File: src/rtl/wdt_pkg.sv
// Shared definitions for the watchdog controller and the watchdog beside it:
// controller state encoding, register offsets and the register readback mux.
package wdt_pkg;

  typedef logic [1:0] wdt_state_t;

  localparam wdt_state_t IDLE  = 2'd0;
  localparam wdt_state_t ISSUE = 2'd1;
  localparam wdt_state_t RESP  = 2'd2;

  localparam logic [3:0] ADDR_CTRL    = 4'h0;
  localparam logic [3:0] ADDR_KICK    = 4'h4;
  localparam logic [3:0] ADDR_TIMEOUT = 4'h8;
  localparam logic [3:0] ADDR_STATUS  = 4'hC;

  // Readback value of a register; KICK and unmapped offsets read as zero.
  function automatic logic [31:0] reg_read(
    input logic [3:0]  addr,
    input logic        wden,
    input logic        ie,
    input logic [31:0] timeout,
    input logic        pend,
    input logic        level
  );
    logic [31:0] val;
    case (addr)
      ADDR_CTRL:    val = {30'd0, ie, wden};
      ADDR_TIMEOUT: val = timeout;
      ADDR_STATUS:  val = {30'd0, level, pend};
      default:      val = 32'd0;
    endcase
    return val;
  endfunction

endpackage

File: src/rtl/wdt_ctrl.sv
// Watchdog controller: bus-slave register block that forwards CTRL, KICK and
// TIMEOUT writes to the watchdog over ready/valid channels, keeps shadow copies
// of what the watchdog accepted, and turns watchdog interrupts into irq_out.
module wdt_ctrl
  import wdt_pkg::*;
(
  input  logic        clk,
  input  logic        rst,
  input  logic        req_valid,
  output logic        req_ready,
  input  logic        req_write,
  input  logic [3:0]  req_addr,
  input  logic [31:0] req_wdata,
  output logic        rsp_valid,
  input  logic        rsp_ready,
  output logic [31:0] rsp_rdata,
  output logic        rsp_err,
  output logic        wden_valid,
  input  logic        wden_ready,
  output logic        wden,
  output logic        wdlive_valid,
  input  logic        wdlive_ready,
  output logic        wdlive,
  output logic        wtocnt_valid,
  input  logic        wtocnt_ready,
  output logic [31:0] wtocnt,
  input  logic        irq_valid,
  output logic        irq_ready,
  input  logic        irq_level,
  output logic        irq_out
);

  wdt_state_t  state_r;
  logic        ctrl_wden_r;
  logic        ctrl_ie_r;
  logic        ie_pend_r;     // IE bit of an in-flight CTRL write
  logic [31:0] timeout_r;
  logic        pend_r;
  logic        level_r;

  logic        accept_s;
  logic        misaligned_s;
  logic        ctrl_reject_s;
  logic        issue_hs_s;
  logic        irq_set_s;
  logic        pend_clr_s;
  logic [31:0] rd_mux_s;

  assign req_ready = (state_r == IDLE);
  assign irq_ready = 1'b1;
  assign irq_out   = pend_r & ctrl_ie_r;

  // Request decode and downstream handshake detection.
  always_comb begin
    accept_s      = req_valid && (state_r == IDLE);
    misaligned_s  = (req_addr[1:0] != 2'b00);
    ctrl_reject_s = req_write && (req_addr == ADDR_CTRL) && req_wdata[0] &&
                    (timeout_r == 32'd0);
    issue_hs_s    = (wden_valid && wden_ready) || (wdlive_valid && wdlive_ready) ||
                    (wtocnt_valid && wtocnt_ready);
    irq_set_s     = irq_valid && irq_level;
    pend_clr_s    = accept_s && req_write && (req_addr == ADDR_STATUS) && req_wdata[0];
    rd_mux_s      = reg_read(req_addr, ctrl_wden_r, ctrl_ie_r, timeout_r, pend_r, level_r);
  end

  // Transaction FSM: accept, drive one downstream channel, then respond.
  always_ff @(posedge clk or posedge rst) begin
    if (rst) begin
      state_r      <= IDLE;
      ctrl_wden_r  <= 1'b0;
      ctrl_ie_r    <= 1'b0;
      ie_pend_r    <= 1'b0;
      timeout_r    <= 32'd0;
      rsp_valid    <= 1'b0;
      rsp_rdata    <= 32'd0;
      rsp_err      <= 1'b0;
      wden_valid   <= 1'b0;
      wden         <= 1'b0;
      wdlive_valid <= 1'b0;
      wdlive       <= 1'b0;
      wtocnt_valid <= 1'b0;
      wtocnt       <= 32'd0;
    end else begin
      case (state_r)
        IDLE: begin
          if (accept_s) begin
            if (misaligned_s || ctrl_reject_s) begin
              rsp_valid <= 1'b1;
              rsp_err   <= 1'b1;
              rsp_rdata <= 32'd0;
              state_r   <= RESP;
            end else if (!req_write) begin
              rsp_valid <= 1'b1;
              rsp_err   <= 1'b0;
              rsp_rdata <= rd_mux_s;
              state_r   <= RESP;
            end else begin
              case (req_addr)
                ADDR_CTRL: begin
                  wden_valid <= 1'b1;
                  wden       <= req_wdata[0];
                  ie_pend_r  <= req_wdata[1];
                  state_r    <= ISSUE;
                end
                ADDR_KICK: begin
                  wdlive_valid <= 1'b1;
                  wdlive       <= 1'b1;
                  state_r      <= ISSUE;
                end
                ADDR_TIMEOUT: begin
                  wtocnt_valid <= 1'b1;
                  wtocnt       <= req_wdata;
                  state_r      <= ISSUE;
                end
                default: begin
                  // STATUS write: PEND clear is handled with the irq flops.
                  rsp_valid <= 1'b1;
                  rsp_err   <= 1'b0;
                  rsp_rdata <= 32'd0;
                  state_r   <= RESP;
                end
              endcase
            end
          end
        end
        ISSUE: begin
          if (issue_hs_s) begin
            // Shadows follow what the watchdog actually took.
            if (wden_valid) begin
              ctrl_wden_r <= wden;
              ctrl_ie_r   <= ie_pend_r;
            end
            if (wtocnt_valid) begin
              timeout_r <= wtocnt;
            end
            wden_valid   <= 1'b0;
            wdlive_valid <= 1'b0;
            wdlive       <= 1'b0;
            wtocnt_valid <= 1'b0;
            rsp_valid    <= 1'b1;
            rsp_err      <= 1'b0;
            rsp_rdata    <= 32'd0;
            state_r      <= RESP;
          end
        end
        RESP: begin
          if (rsp_ready) begin
            rsp_valid <= 1'b0;
            rsp_err   <= 1'b0;
            rsp_rdata <= 32'd0;
            state_r   <= IDLE;
          end
        end
        default: begin
          wden_valid   <= 1'b0;
          wdlive_valid <= 1'b0;
          wtocnt_valid <= 1'b0;
          rsp_valid    <= 1'b0;
          state_r      <= IDLE;
        end
      endcase
    end
  end

  // Interrupt status: LEVEL tracks the last irq, PEND is W1C with set priority.
  always_ff @(posedge clk or posedge rst) begin
    if (rst) begin
      pend_r  <= 1'b0;
      level_r <= 1'b0;
    end else begin
      if (irq_valid) begin
        level_r <= irq_level;
      end
      if (irq_set_s) begin
        pend_r <= 1'b1;
      end else if (pend_clr_s) begin
        pend_r <= 1'b0;
      end
    end
  end

endmodule
File: config.mk
export PLATFORM = sky130hd
export DESIGN_NAME = wdt_ctrl
export DESIGN_NICKNAME = d
export VERILOG_FILES = /design/src/rtl/wdt_pkg.sv /design/src/rtl/wdt_ctrl.sv
export SDC_FILE = /design/constraint.sdc
export NUM_CORES = 1
export LEC_CHECK = 0
export CAP_MARGIN = 20
export CORE_MARGIN = 4
export CORE_UTILIZATION = 50
export CTS_CLUSTER_SIZE = 25
export DETAILED_ROUTE_END_ITERATION = 8
export PLACE_DENSITY = 0.82
export SLEW_MARGIN = 20
export SYNTH_ARGS = -nofsm -noshare
export SYNTH_HDL_FRONTEND = slang
export SYNTH_SLANG_ARGS = --single-unit
export TNS_END_PERCENT = 5
File: constraint.sdc
create_clock -name clk -period 5.1 [get_ports clk]
set_input_delay 1.02 -clock clk [delete_from_list [all_inputs] [get_ports clk]]
set_output_delay 1.02 -clock clk [all_outputs]
set_load 0.03 [all_outputs]
==> flow_summary.json, run 1 <==
{
  "firstDrtPassIters": 4,
  "area_growth_syn_to_layout_pct": 28.8,
  "fp.dieArea_mm2": 0.0115,
  "synth_xor_area_share_pct": 0,
  "wl_met3_um": 702,
  "wl_met1_um": 4480,
  "met2_length_um": 5000,
  "grt_pass1_wl_um": 16800,
  "ys_ff_latch": 110,
  "dpl-instance-area_mm2": 0.00614,
  "critPathMaxFanout": 19,
  "ys_seq_area_share_pct": 56.1,
  "fmax_mhz": 293,
  "routed.top_layer": "met4",
  "leakagePower_nw": 2.86,
  "numCtsBuffers": 9,
  "drive_gt1_share_pct": 19.4,
  "power_frac_seq_pct": 44.8,
  "startpoint_type": "primary input",
  "cp-startpoint": "req_wdata[0]",
  "clock_path_buffers": 2,
  "synth-compound-area-share_pct": 3.70,
  "post-cts-setup-buffer-count": 0,
  "synth.net_count": 422,
  "fin_crit_ps": 3410,
  "drv_cap": 0,
  "worst_pin_slew_ps": 827,
  "tritoncts": "done",
  "yosys.area_share.simple_pct": 7.91,
  "start_util_pct": 52.1,
  "die_y_um": 107,
  "cp-end-kind": "flop",
  "cts_hold_buf": 0,
  "rsz0062_at_grt": "no",
  "synth_common_cells": "110 x dfrtp_1, 36 x inv_1, 35 x mux2_2, 34 x nand2_1",
  "r2r-start": "timeout_r[13]$_DFFE_PP0P_",
  "netlist_area_mm2": 0.00491,
  "antenna_found_initial": 0,
  "crit_type": "primary input to flop",
  "fin_area_mm2": 0.00632,
  "yosysMostFrequentCell": "dfrtp_1",
  "switchingPower_w": 0.000778,
  "path_clk_slew_ps": 100,
  "clkSinkCount": 110,
  "track_usage_pct": 18.6,
  "cpMaxStageDelayCell": "a21oi_4",
  "synth_edf_count": 0,
  "fin_tns_setup_ps": 0,
  "cts-htree-levels": 3,
  "synth_top_family_by_area": "multiplexers",
  "timing.final.max_slew_violations": 0,
  "remaining_drc_errors": 0,
  "clock_latency_ps": 360,
  "vdd_drop_max_mv": 0.190,
  "drt_iter0_drc": 162,
  "gr-total-overflow": 0,
  "synthMuxAreaShare_pct": 25.5,
  "grt_max_degree": 46,
  "dpl.cell_count": 607,
  "via_count": 3257,
  "hp-start": "ie_pend_r$_DFFE_PP0P_",
  "nNetsFinal": 538,
  "fp.coreArea_mm2": 0.00942,
  "combPwrFrac_pct": 34.5,
  "ctsResizeCount": 0,
  "io_pins": 120,
  "instances_no_fill": 623,
  "max_stage_delay_ps": 640,
  "wirelength_um": 10300,
  "hold_viol_final": 0,
  "n_antenna_cell": 0,
  "rows": 35,
  "grt_pass1_vias": 3318,
  "setup_viol": 0,
  "gp_congestion": 0.844,
  "synthAdderAreaFrac_pct": 0.765,
  "hold_class": "flop to flop",
  "viasPerCell": 5.23,
  "syn_inst": 373,
  "crit_family": "simple AND/OR/NAND/NOR gates",
  "wl_per_cell_um": 16.5,
  "fp.dieW_um": 107,
  "fin_crit_sh_pct": 66.9,
  "synth.yosys.warnings": 0,
  "ctsRootBufferMaster": "clkbuf_8",
  "power-per-cell-area_mw_per_mm2": 364,
  "holdWs_ps": 515,
  "relSlewSlack_pct": 44.9,
  "drtAntennaViolNets": 0,
  "synthTopCellsByArea": "dfrtp_1 56%, mux2_4 9.8%, mux2_2 8.0%, mux2i_1 6.5%, inv_1 2.8%",
  "arrival_ps": 3690,
  "clkPwrFrac_pct": 20.7,
  "cp.required_ps": 5380,
  "clock_skew_ps": 12.8,
  "synth_top_area_share_pct": 56.1,
  "ys_types": 44,
  "dp_hpwl_um": 7540,
  "crit_chain": "clkdlybuf4s50_1 > nor4b_1 > nand4_1 > or3_4 > a21oi_4 > buf_4 > mux2i_1",
  "avgSynthCellArea_um2": 13.2,
  "portBuffers": 118,
  "cell_internal_pwr_w": 0.00152,
  "yosysTopAreaCell": "dfrtp_1",
  "worst-path-buf-inv": 2,
  "synthArstFlopShare_pct": 100,
  "status": "complete, no violations",
  "swShare_pct": 33.8,
  "ys.flop_type": "dfrtp_1"
}
layout by cell type (no fill, tap or decap), drive strengths merged, types with 3 or more instances in the layout:
| master | netlist | final |
|---|---|---|
| clkdlybuf4s50 | 0 | 118 |
| dfrtp | 110 | 110 |
| mux2 | 72 | 72 |
| inv | 36 | 37 |
| nand2 | 34 | 34 |
| mux2i | 32 | 32 |
| nor2 | 15 | 15 |
| clkbuf | 9 | 12 |
| nor4 | 7 | 7 |
| buf | 10 | 6 |
| a21oi | 5 | 5 |
| nand3 | 3 | 3 |
| and3 | 3 | 3 |
| a31oi | 3 | 3 |
| ha | 3 | 3 |
| and2 | 3 | 3 |
per-stage QoR:
step / utilization [%] / power [W] / setup slack [ps]
after global placement: 65.2 / 0.00184 / 1410
after detailed placement: 65.2 / 0.00185 / 1310
after CTS: 67.1 / 0.00232 / 1690
after floorplan: - / 0.00158 / 1180
after global routing: 67.1 / 0.00241 / 1440
final: 67.1 / 0.00230 / 1690
sequential cells by signal, indices dropped and copies added (netlist names):
signal and cells:
wden 1, rsp_rdata 32, rsp_valid 1, ctrl_ie_r 1
ie_pend_r 1, rsp_err 1, pend_r 1, timeout_r 32
wden_valid 1, level_r 1, wdlive_valid 1, ctrl_wden_r 1
wtocnt 32, wdlive 1, wtocnt_valid 1, state_r 2
routing by layer:
layer  up-vias  GRT usage [%]
li1       1499              -
met2       107           30.1
met1      1639           24.2
met4         0           5.21
met3        12           5.78
met5         -              0
path summary, 6_finish.rpt:
path	to	slack (ps)	cells past startpoint
min in group asynchronous	wtocnt[14]$_DFFE_PP0P_	1060	2
worst max register to register	rsp_rdata[9]$_DFFE_PP0P_	2220	6
max in group asynchronous	ctrl_ie_r$_DFFE_PP0P_	3170	3
worst max-delay path	rsp_rdata[9]$_DFFE_PP0P_	1690	7
worst min register to register	ctrl_ie_r$_DFFE_PP0P_	520	1
worst min-delay path	ctrl_ie_r$_DFFE_PP0P_	520	1
cell type report:
| type | instances | area (um2) |
|---|---|---|
| Fill cell | 727 | 3100 |
| Tap cell | 129 | 161 |
| Inverter | 36 | 138 |
| Sequential cell | 110 | 2750 |
| Timing Repair Buffer | 124 | 1230 |
| Multi-Input combinational cell | 208 | 1860 |
| Clock buffer | 12 | 145 |
| Clock inverter | 4 | 30.0 |
power groups by stage:
stage,registers [W],clock network (W),logic (W)
6_report,0.00103,0.000476,0.000793
3_3_place_gp,0.00105,0,0.000791
4_1_cts,0.00103,0.000487,0.000800
3_5_place_dp,0.00105,0,0.000798
5_1_grt,0.00104,0.000521,0.000842
2_1_floorplan,0.00120,0,0.000379
cell families (layout without fill, tap and decap cells):
group / Yosys count / in the layout
simple gates: 78 / 78
other cells: 1 / 1
buf+inv: 55 / 176
fa+ha+maj: 3 / 3
mux: 104 / 104
flops: 110 / 110
compound gates: 22 / 22
Note: power is estimated with default switching activity, not from simulation.
==> run 2: changes to the inputs <==
clock period = 3.45 ns   (was 5.1 ns; I/O delays follow)
==> run 2 against run 1 <==
Wire length up 2.7%. Critical path depth unchanged. Total power up 51%. Via count down 1.7%. Clock power up 56%. Sequential power up 48%. Final cell count unchanged. Register-to-register slack worse by 1300 ps. Worst hold slack worse by 7.5 ps. Combinational power up 51%. Critical endpoint is now rsp_rdata[13]$_DFFE_PP0P_.
==> flow_summary.json, run 2 (synthesis gave the netlist of run 1 again) <==
{
  "status": "complete, no violations",
  "nNetsFinal": 538,
  "cts-htree-levels": 3,
  "track_usage_pct": 19.1,
  "fin_crit_sh_pct": 78.2,
  "fp.dieArea_mm2": 0.0115,
  "fp.dieW_um": 107,
  "grt_max_degree": 60,
  "area_growth_syn_to_layout_pct": 29.7,
  "final_common_cell": "clkdlybuf4s50_1",
  "crit_chain": "clkdlybuf4s50_1 > nor4b_1 > nand4_1 > or3_4 > a21oi_4 > buf_12 > mux2i_1",
  "dpl-instance-area_mm2": 0.00617,
  "drive_gt1_share_pct": 19.8,
  "rows": 35,
  "hold_class": "flop to flop",
  "clock_path_buffers": 2,
  "leakagePower_nw": 2.87,
  "worst-path-buf-inv": 2,
  "firstDrtPassIters": 4,
  "tritoncts": "done",
  "cts_hold_buf": 0,
  "numCtsBuffers": 9,
  "grt_pass1_wl_um": 17200,
  "startpoint_type": "primary input",
  "crit_family": "simple AND/OR/NAND/NOR gates",
  "clock_skew_ps": 13.2,
  "critPathMaxFanout": 22,
  "ctsResizeCount": 0,
  "portBuffers": 118,
  "cp.required_ps": 3740,
  "reg_top3": "rsp_rdata (32), timeout_r (32), wtocnt (32)",
  "worst_pin_slew_ps": 807,
  "drt_iter0_drc": 121,
  "drv_cap": 0,
  "die_y_um": 107,
  "gr-total-overflow": 0,
  "layout_common_cells": "118 x clkdlybuf4s50_1, 110 x dfrtp_1, 35 x inv_1, 35 x mux2_2, 34 x nand2_1",
  "wl_per_cell_um": 17.0,
  "vdd_drop_max_mv": 0.306,
  "n_antenna_cell": 0,
  "antenna_found_initial": 0,
  "gp_congestion": 0.893,
  "dp_hpwl_um": 7760,
  "fillers": 690,
  "fin_tns_setup_ps": 0,
  "hold_viol_final": 0,
  "remaining_drc_errors": 0,
  "path_clk_slew_ps": 100,
  "ctsRootBufferMaster": "clkbuf_8",
  "fp.coreArea_mm2": 0.00942,
  "clock_latency_ps": 370,
  "via_count": 3201,
  "arrival_ps": 2980,
  "timing.final.max_slew_violations": 0,
  "rsz0062_at_grt": "no",
  "io_pins": 120,
  "fin_crit_ps": 2700,
  "wirelength_um": 10600,
  "fmax_mhz": 371,
  "max_stage_delay_ps": 530,
  "power-per-cell-area_mw_per_mm2": 544,
  "cp-end-kind": "flop",
  "viasPerCell": 5.14,
  "clkSinkCount": 110,
  "grt_pass1_vias": 3445,
  "start_util_pct": 52.1,
  "relSlewSlack_pct": 46.2,
  "fin_area_mm2": 0.00636,
  "cpMaxStageDelayCell": "clkdlybuf4s50_1",
  "setup_viol": 0,
  "drtAntennaViolNets": 0,
  "crit_type": "primary input to flop",
  "post-cts-setup-buffer-count": 0
}
## run 2: path summary, 6_finish.rpt
path                            slack, ps                        end  cells after the start                 startpoint
worst max-delay path                  750  rsp_rdata[13]$_DFFE_PP0P_                      7               req_wdata[0]
worst min-delay path                  510      ctrl_ie_r$_DFFE_PP0P_                      1      ie_pend_r$_DFFE_PP0P_
worst max register to register        940  rsp_rdata[13]$_DFFE_PP0P_                      6  timeout_r[19]$_DFFE_PP0P_
worst min register to register        510      ctrl_ie_r$_DFFE_PP0P_                      1      ie_pend_r$_DFFE_PP0P_
max in group asynchronous            1990      ie_pend_r$_DFFE_PP0P_                      3                        rst
min in group asynchronous             710     wtocnt[15]$_DFFE_PP0P_                      2                        rst
## run 2: stage by stage
step / setup WS, ps / cells / hold WS, ps / utilization (%) / total power, W
after floorplan: 1180 / 373 / 478 / - / 0.00233
after global placement: 485 / 607 / 489 / 65.5 / 0.00274
after global routing: 570 / 623 / 540 / 67.6 / 0.00363
after CTS: 743 / 623 / 517 / 67.6 / 0.00350
final: 751 / 623 / 508 / 67.6 / 0.00346
after detailed placement: 356 / 607 / 500 / 65.5 / 0.00275
## run 2: area by class of cell
| class | instances | area (um2) | share of cell area [%] |
|---|---|---|---|
| inverter | 36 | 139 | 2.18 |
| clock inverter | 5 | 41.3 | 0.649 |
| timing repair buffer | 124 | 1250 | 19.7 |
| tap | 129 | 161 | 2.54 |
| clock buffer | 11 | 151 | 2.38 |
| sequential | 110 | 2750 | 43.3 |
| multi-input combinational | 208 | 1860 | 29.3 |
## run 2: layer usage
| metal | share of wire (%) | routed length, um | vias up | global-route usage (%) |
|---|---|---|---|---|
| met5 | 0 | 0 | - | 0 |
| met4 | 1.3 | 138 | 0 | 6.58 |
| met3 | 5.7 | 600 | 9 | 4.88 |
| met2 | 50 | 5260 | 96 | 31.4 |
| met1 | 43 | 4580 | 1598 | 24.5 |
| li1 | - | - | 1498 | - |
## run 2: power by group
group / switching, W / leakage (nW) / internal (W) / total, W
clock network: 0.000433 / 0.0974 / 0.000309 / 0.000742
logic: 0.000638 / 1.28 / 0.000560 / 0.00120
registers: 0.000102 / 1.50 / 0.00142 / 0.00152
total: 0.00117 / 2.87 / 0.00229 / 0.00346
